`src/rtl/bmc_pkg.sv`:
```
// Shared definitions for the Biphase Mark receive and transmit paths.
package bmc_pkg;

  localparam int BLOCK_BITS = 28;
  localparam int SYNC_WIDTH = 8;
  localparam logic [SYNC_WIDTH-1:0] SYNC_PATTERN = 8'b1110_1000;

  typedef enum logic [1:0] {
    IDLE     = 2'd0,
    HUNT     = 2'd1,
    RECEIVE  = 2'd2,
    SYNC_CHK = 2'd3
  } bmc_rx_state_t;

  // Eight-bit increment that sticks at all-ones instead of wrapping.
  function automatic logic [7:0] sat_inc8(input logic [7:0] value);
    return (value == 8'hFF) ? value : value + 8'd1;
  endfunction

endpackage

```
`src/rtl/bmc_sync_detect.sv`:
```
// Preamble shift register with compare against the sync pattern and its
// inverse, plus a flag remembering which line polarity the lock was taken on.
module bmc_sync_detect #(
  parameter int                      WIDTH   = bmc_pkg::SYNC_WIDTH,
  parameter logic [WIDTH-1:0]        PATTERN = bmc_pkg::SYNC_PATTERN
) (
  input  logic clk,
  input  logic rst,
  input  logic clear,
  input  logic shift_en,
  input  logic bit_in,
  input  logic capture,
  output logic hit_pos,
  output logic hit_neg,
  output logic hit_same
);
  import bmc_pkg::*;

  logic [WIDTH-1:0] sr;
  logic [WIDTH-1:0] sr_next;
  logic             polarity;

  // Value the register takes if the current half-bit is shifted in; the
  // compares look at this so a match is reported on the strobe that completes it.
  always_comb begin
    sr_next = {sr[WIDTH-2:0], bit_in};
  end

  assign hit_pos  = (sr_next == PATTERN);
  assign hit_neg  = (sr_next == ~PATTERN);
  assign hit_same = polarity ? hit_neg : hit_pos;

  // Shift register: cleared while idle, otherwise shifts on request.
  always_ff @(posedge clk) begin
    if (!rst) begin
      sr <= '0;
    end else if (clear) begin
      sr <= '0;
    end else if (shift_en) begin
      sr <= sr_next;
    end
  end

  // Polarity flag: set when the lock was acquired on the inverted preamble.
  always_ff @(posedge clk) begin
    if (!rst) begin
      polarity <= 1'b0;
    end else if (capture) begin
      polarity <= hit_neg;
    end
  end

endmodule

```
`src/rtl/bmc_rx_controller.sv`:
```
// Frame controller between the half-bit slicer and the BMC decoder: hunts
// for the preamble, forwards one block of half-bits at a time, checks the
// cell-boundary transition rule, and tracks lock and errors.
module bmc_rx_controller #(
  parameter int                          BLOCK_BITS   = bmc_pkg::BLOCK_BITS,
  parameter int                          SYNC_WIDTH   = bmc_pkg::SYNC_WIDTH,
  parameter logic [SYNC_WIDTH-1:0]       SYNC_PATTERN = bmc_pkg::SYNC_PATTERN
) (
  input  logic       clk,
  input  logic       rst,
  input  logic       enable,
  input  logic       half_valid,
  input  logic       half_bit,
  output logic       dec_rst,
  output logic       dec_valid,
  output logic       dec_bit,
  output logic       block_done,
  output logic       locked,
  output logic       bmc_err,
  output logic [7:0] err_count
);
  import bmc_pkg::*;

  localparam int              CW       = $clog2(2 * BLOCK_BITS);
  localparam int              SCW      = $clog2(SYNC_WIDTH);
  localparam logic [CW-1:0]   CNT_LAST = CW'(2 * BLOCK_BITS - 1);
  localparam logic [SCW-1:0]  SYNC_LAST = SCW'(SYNC_WIDTH - 1);

  bmc_rx_state_t state, state_n;

  logic [CW-1:0]  cnt, cnt_n;
  logic [SCW-1:0] sync_cnt, sync_cnt_n;
  logic           prev, prev_n;
  logic           done_pend, done_pend_n;
  logic           locked_n;
  logic           dec_rst_n;
  logic           dec_valid_n;
  logic           dec_bit_n;
  logic           block_done_n;
  logic           bmc_err_n;
  logic [7:0]     err_count_n;

  logic           sd_clear;
  logic           sd_shift;
  logic           sd_capture;
  logic           hit_pos;
  logic           hit_neg;
  logic           hit_same;

  bmc_sync_detect #(
    .WIDTH   (SYNC_WIDTH),
    .PATTERN (SYNC_PATTERN)
  ) u_sync_detect (
    .clk      (clk),
    .rst      (rst),
    .clear    (sd_clear),
    .shift_en (sd_shift),
    .bit_in   (half_bit),
    .capture  (sd_capture),
    .hit_pos  (hit_pos),
    .hit_neg  (hit_neg),
    .hit_same (hit_same)
  );

  // Next-state and next-output logic; pulses default low, state holds.
  always_comb begin
    state_n      = state;
    cnt_n        = cnt;
    sync_cnt_n   = sync_cnt;
    prev_n       = prev;
    done_pend_n  = 1'b0;
    locked_n     = locked;
    dec_rst_n    = 1'b0;
    dec_valid_n  = 1'b0;
    dec_bit_n    = dec_bit;
    block_done_n = done_pend;
    bmc_err_n    = 1'b0;
    err_count_n  = err_count;
    sd_clear     = 1'b0;
    sd_shift     = 1'b0;
    sd_capture   = 1'b0;

    if (!enable) begin
      // Disabling overrides everything: drop lock, reset the decoder once,
      // and swallow any pending block completion.
      state_n      = IDLE;
      locked_n     = 1'b0;
      dec_rst_n    = (state != IDLE);
      block_done_n = 1'b0;
      cnt_n        = '0;
      sync_cnt_n   = '0;
      sd_clear     = 1'b1;
    end else begin
      case (state)
        IDLE: begin
          sd_clear   = 1'b1;
          cnt_n      = '0;
          sync_cnt_n = '0;
          state_n    = HUNT;
        end

        HUNT: begin
          if (half_valid) begin
            sd_shift = 1'b1;
            if (hit_pos || hit_neg) begin
              sd_capture = 1'b1;
              state_n    = RECEIVE;
              cnt_n      = '0;
              prev_n     = half_bit;
              dec_rst_n  = 1'b1;
              locked_n   = 1'b1;
            end
          end
        end

        RECEIVE: begin
          if (half_valid) begin
            if (!cnt[0] && (half_bit == prev)) begin
              // Missing transition at a cell boundary: abort the block.
              state_n     = HUNT;
              cnt_n       = '0;
              dec_rst_n   = 1'b1;
              bmc_err_n   = 1'b1;
              locked_n    = 1'b0;
              err_count_n = sat_inc8(err_count);
            end else begin
              dec_valid_n = 1'b1;
              dec_bit_n   = half_bit;
              if (cnt[0]) begin
                prev_n = half_bit;
              end
              if (cnt == CNT_LAST) begin
                cnt_n       = '0;
                sync_cnt_n  = '0;
                done_pend_n = 1'b1;
                state_n     = SYNC_CHK;
              end else begin
                cnt_n = cnt + CW'(1);
              end
            end
          end
        end

        SYNC_CHK: begin
          if (half_valid) begin
            sd_shift = 1'b1;
            if (sync_cnt == SYNC_LAST) begin
              sync_cnt_n = '0;
              if (hit_same) begin
                state_n = RECEIVE;
                cnt_n   = '0;
                prev_n  = half_bit;
              end else begin
                state_n     = HUNT;
                bmc_err_n   = 1'b1;
                locked_n    = 1'b0;
                err_count_n = sat_inc8(err_count);
              end
            end else begin
              sync_cnt_n = sync_cnt + SCW'(1);
            end
          end
        end

        default: begin
          state_n = IDLE;
        end
      endcase
    end
  end

  // State and registered outputs, all returned to idle values by reset.
  always_ff @(posedge clk) begin
    if (!rst) begin
      state      <= IDLE;
      cnt        <= '0;
      sync_cnt   <= '0;
      prev       <= 1'b0;
      done_pend  <= 1'b0;
      locked     <= 1'b0;
      dec_rst    <= 1'b0;
      dec_valid  <= 1'b0;
      dec_bit    <= 1'b0;
      block_done <= 1'b0;
      bmc_err    <= 1'b0;
      err_count  <= 8'd0;
    end else begin
      state      <= state_n;
      cnt        <= cnt_n;
      sync_cnt   <= sync_cnt_n;
      prev       <= prev_n;
      done_pend  <= done_pend_n;
      locked     <= locked_n;
      dec_rst    <= dec_rst_n;
      dec_valid  <= dec_valid_n;
      dec_bit    <= dec_bit_n;
      block_done <= block_done_n;
      bmc_err    <= bmc_err_n;
      err_count  <= err_count_n;
    end
  end

endmodule
```
`config.mk`:
```
export PLATFORM = sky130hd
export DESIGN_NAME = bmc_rx_controller
export DESIGN_NICKNAME = d
export VERILOG_FILES = /design/src/rtl/bmc_pkg.sv /design/src/rtl/bmc_sync_detect.sv /design/src/rtl/bmc_rx_controller.sv
export SDC_FILE = /design/constraint.sdc
export NUM_CORES = 1
export LEC_CHECK = 0
export ABC_AREA = 0
export CAP_MARGIN = 15
export CORE_MARGIN = 5
export CORE_UTILIZATION = 34
export DETAILED_ROUTE_END_ITERATION = 7
export PLACE_DENSITY_LB_ADDON = 0.15
export SYNTH_ARGS = -nofsm -noshare
export SYNTH_HDL_FRONTEND = slang
export SYNTH_SLANG_ARGS = --single-unit
```
`constraint.sdc`:
```
create_clock -name clk -period 2.4 [get_ports clk]
set_input_delay 0.6 -clock clk [delete_from_list [all_inputs] [get_ports clk]]
set_output_delay 0.6 -clock clk [all_outputs]
set_load 0.1 [all_outputs]
```
==> metrics.txt <==
final hold violation count 0; vias in the first global route about 1500; buffer count from post-CTS setup fixing 0; power density over cell area 538 mW/mm2; clock skew 5.25 ps; register-to-register path setup slack 330 ps; worst hold path cell count 2; minimum clock period after layout ~2300 ps; clock-pin slew on the worst setup and hold paths ~70 ps; DR iter-0 viols 81; count of filler cells inserted in the layout around 550; initial core utilization roughly a third; global-route layer with the greatest usage met1; P_sw around 0.32 mW; logic gate share of total power 11.8%; worst setup path category primary input to flop; latest clock arrival within the worst-skew pair slightly below 300 ps; Setup Total Neg Slack 0 ps; Clock H-tree levels 2; Global Route met1 Usage approximately a fifth; remaining number of nets flagged by the antenna check after routing 0; met3 Usage GRT about 4.2%; core box area between 0.005 and 0.006 mm2; vias per inst around 5.2; estimated wirelength of the detail-placed design 3510 um; number of standard cells after synthesis roughly 210; post-route fraction of the period consumed by the critical path approximately 94%; fraction of synthesized cell area taken by the top area cell type 36.6%; share of post-route cells with drive strength above 1 about a quarter; maximum number of pins on one net before global-route repair 17; number of failing setup endpoints in the final timing report 0; M2 GR Usage about a fifth; clock sinks 35; Synth Cell Area between 0.0015 and 0.002 mm2; total via count in the routed design 1695; FF+latch count, synth 35; Critical Path Source half_bit; part of the power in the clock network between 40% and 50%; number of nets in the layout between 200 and 300; reg-to-reg critical path startpoint state[1]; syn nets about 230; Max-Slew Margin vs Limit 60.0%; Detailed Route WL between 4000 and 5000 um; maximum fanout encountered on the critical timing path 7; most frequent cells after synthesis 35 x sky130_fd_sc_hd__dfxtp_1, 19 x sky130_fd_sc_hd__nor2_1, 16 x sky130_fd_sc_hd__nand2_1, 14 x sky130_fd_sc_hd__mux2i_1, 10 x sky130_fd_sc_hd__a21oi_1; dominant cell type by area after synthesis sky130_fd_sc_hd__dfxtp_1; leftover overflow at the end of global routing 0; WP data arrival between 2000 and 2500 ps; die outline area roughly 0.0072 mm2; area of combinational cells with multiple inputs between 0.001 and 0.0015 mm2; non-filler instance count after layout about 330; Primary FF master, synth sky130_fd_sc_hd__dfxtp_1; class of the most critical hold timing path flop to flop; final routed wire length divided by cell count ~14 um; terminus of the critical flop-to-flop path err_count[4]; type of destination of the critical path flop; Overall Global Routing Usage approximately an eighth; CTS buffer count 5; first-pass iteration count of the detailed router 4; fin. max-slew vios 0; terminating pin of the worst hold path sync_cnt[1]; Int Power 0.984 mW; global-route wire length before repair roughly 7600 um; final estimated routing congestion in global placement between 0.7 and 0.8; antenna cells 0; average footprint of a synthesized cell 9.02 um2; chip width 85.0 um; post-CTS sizing 0; Die Height ~85 um; synth warn 0; sequential-to-total area share from yosys stat around 37%; asr flop ratio synth 0%; power share of the sequential group a little under half; Switching Share between 20% and 30%; most repeated cell in the gate-level netlist after synthesis sky130_fd_sc_hd__dfxtp_1; number of maximum-capacitance constraint violations 0; I/O pin count 19; static leakage 0.935 nW; slew of the pin with the lowest slew margin around 600 ps; Worst Min Path Start sync_cnt[1]; category of the worst setup path launch point primary input; remaining design rule violation count 0; maximum number of buffers from clock root to sink 2; area added between synthesis and finish 26.5%; count of flip-flops with a built-in enable after synthesis 0; Max VDD drop around 0.33 mV; depth of the worst register-to-register path 6; outcome completed; most area-consuming cells after synthesis sky130_fd_sc_hd__dfxtp_1 37%, sky130_fd_sc_hd__mux2i_1 7.3%, sky130_fd_sc_hd__ha_1 5.2%; number of placed instances with taps included approximately 320; Post-CTS Hold Fix Bufs 0; clock tree from TritonCTS built; critical path required time approximately 2600 ps; sequential standard cell area 701 um2; number of rows created at floorplan 27; PortBufs 18; clock tree root buffer cell sky130_fd_sc_hd__clkbuf_8; RSZ-0062 raised after global routing false; number of distinct standard cells referenced by the synthesized netlist 47; initial antenna violation count 0; Max Fclk approximately 0.44 GHz
## cell families (layout without fill, tap and decap cells)
kind of cell             count (synthesis)  in the layout  synth area share [%]
AO/OA/AOI/OAI                           48             48                  19.6
XOR/XNOR                                 1              1                 0.851
adder cells (fa/ha/maj)                  8              8                  5.24
buffers and inverters                   16             57                  3.40
flip-flops                              35             35                  36.6
multiplexers                            15             15                  7.92
AND/OR/NAND/NOR                         89             89                  26.3
## area by class of cell
cell class | instances | share of cell area (%)
inverter | 7 | 1.09
clock inverter | 2 | 1.45
clock buffer | 6 | 3.41
timing repair buffer | 42 | 14.0
multi-input combinational | 161 | 47.4
sequential | 35 | 29.0
tap | 72 | 3.72
## cell usage in the layout, fill, tap and decap left out, types with 7 or more instances in the layout
cell type | synthesis | final
sky130_fd_sc_hd__buf_4 | 0 | 37
sky130_fd_sc_hd__dfxtp_1 | 35 | 35
sky130_fd_sc_hd__nor2_1 | 19 | 19
sky130_fd_sc_hd__nand2_1 | 16 | 16
sky130_fd_sc_hd__mux2i_1 | 14 | 14
sky130_fd_sc_hd__a21oi_1 | 10 | 10
sky130_fd_sc_hd__nand2b_1 | 8 | 8
sky130_fd_sc_hd__ha_1 | 8 | 8
sky130_fd_sc_hd__nand3_1 | 7 | 7
sky130_fd_sc_hd__nor3_1 | 7 | 7
## worst max-delay path by stage
stage | depth (start not counted) | slack, ps | end
6_report | 6 | 140 | cnt[5]
5_1_grt | 7 | 30 | err_count[1]
4_1_cts | 6 | 140 | cnt[5]
3_5_place_dp | 6 | -160 | cnt[5]
3_3_place_gp | 6 | -110 | cnt[5]
2_1_floorplan | 6 | 50 | err_count[1]
## worst max-delay path: stages
cell	delay [ps]
sky130_fd_sc_hd__clkdlybuf4s50_1	550
sky130_fd_sc_hd__nor2_1	200
sky130_fd_sc_hd__and4_4	300
sky130_fd_sc_hd__o22ai_4	100
sky130_fd_sc_hd__or4_1	480
sky130_fd_sc_hd__o32ai_1	230
## per-layer routing
| layer | vias up | part of all wire (%) | routed length [um] |
|---|---|---|---|
| li1 | 877 | - | - |
| met1 | 790 | 51 | 2330 |
| met2 | 23 | 45 | 2060 |
| met3 | 5 | 3.8 | 175 |
| met4 | 0 | 1.0 | 48 |
| met5 | - | 0 | 0 |
## stage by stage
| step | cell area [um2] | total power, mW | hold slack [ps] | util [%] | setup slack (ps) |
|---|---|---|---|---|---|
| after floorplan | 1910 | 0.704 | 444 | - | 45.9 |
| after global placement | 2300 | 0.759 | 471 | 42.0 | -113 |
| after detailed placement | 2300 | 0.757 | 475 | 42.0 | -163 |
| after CTS | 2420 | 1.31 | 484 | 44.2 | 144 |
| after global routing | 2420 | 1.36 | 500 | 44.2 | 25.5 |
| final | 2420 | 1.30 | 483 | 44.2 | 140 |
## sequential cells by signal (all words and copies together) (netlist names)
name and flops:
sync_cnt 3, done_pend 1, err_count 8, bmc_err 1
state 2, cnt 6, dec_valid 1, prev 1
u_sync_detect.polarity 1, dec_bit 1, dec_rst 1, block_done 1
u_sync_detect.sr 7, locked 1
## power groups by stage
stage                     combinational, mW  clock (mW)  sequential, mW
after floorplan                      0.0888           0           0.616
after global placement                0.155           0           0.604
after detailed placement              0.154           0           0.603
after CTS                             0.154       0.569           0.590
after global routing                  0.169       0.596           0.591
final                                 0.154       0.557           0.590
Power figures use the tool's default switching activity.
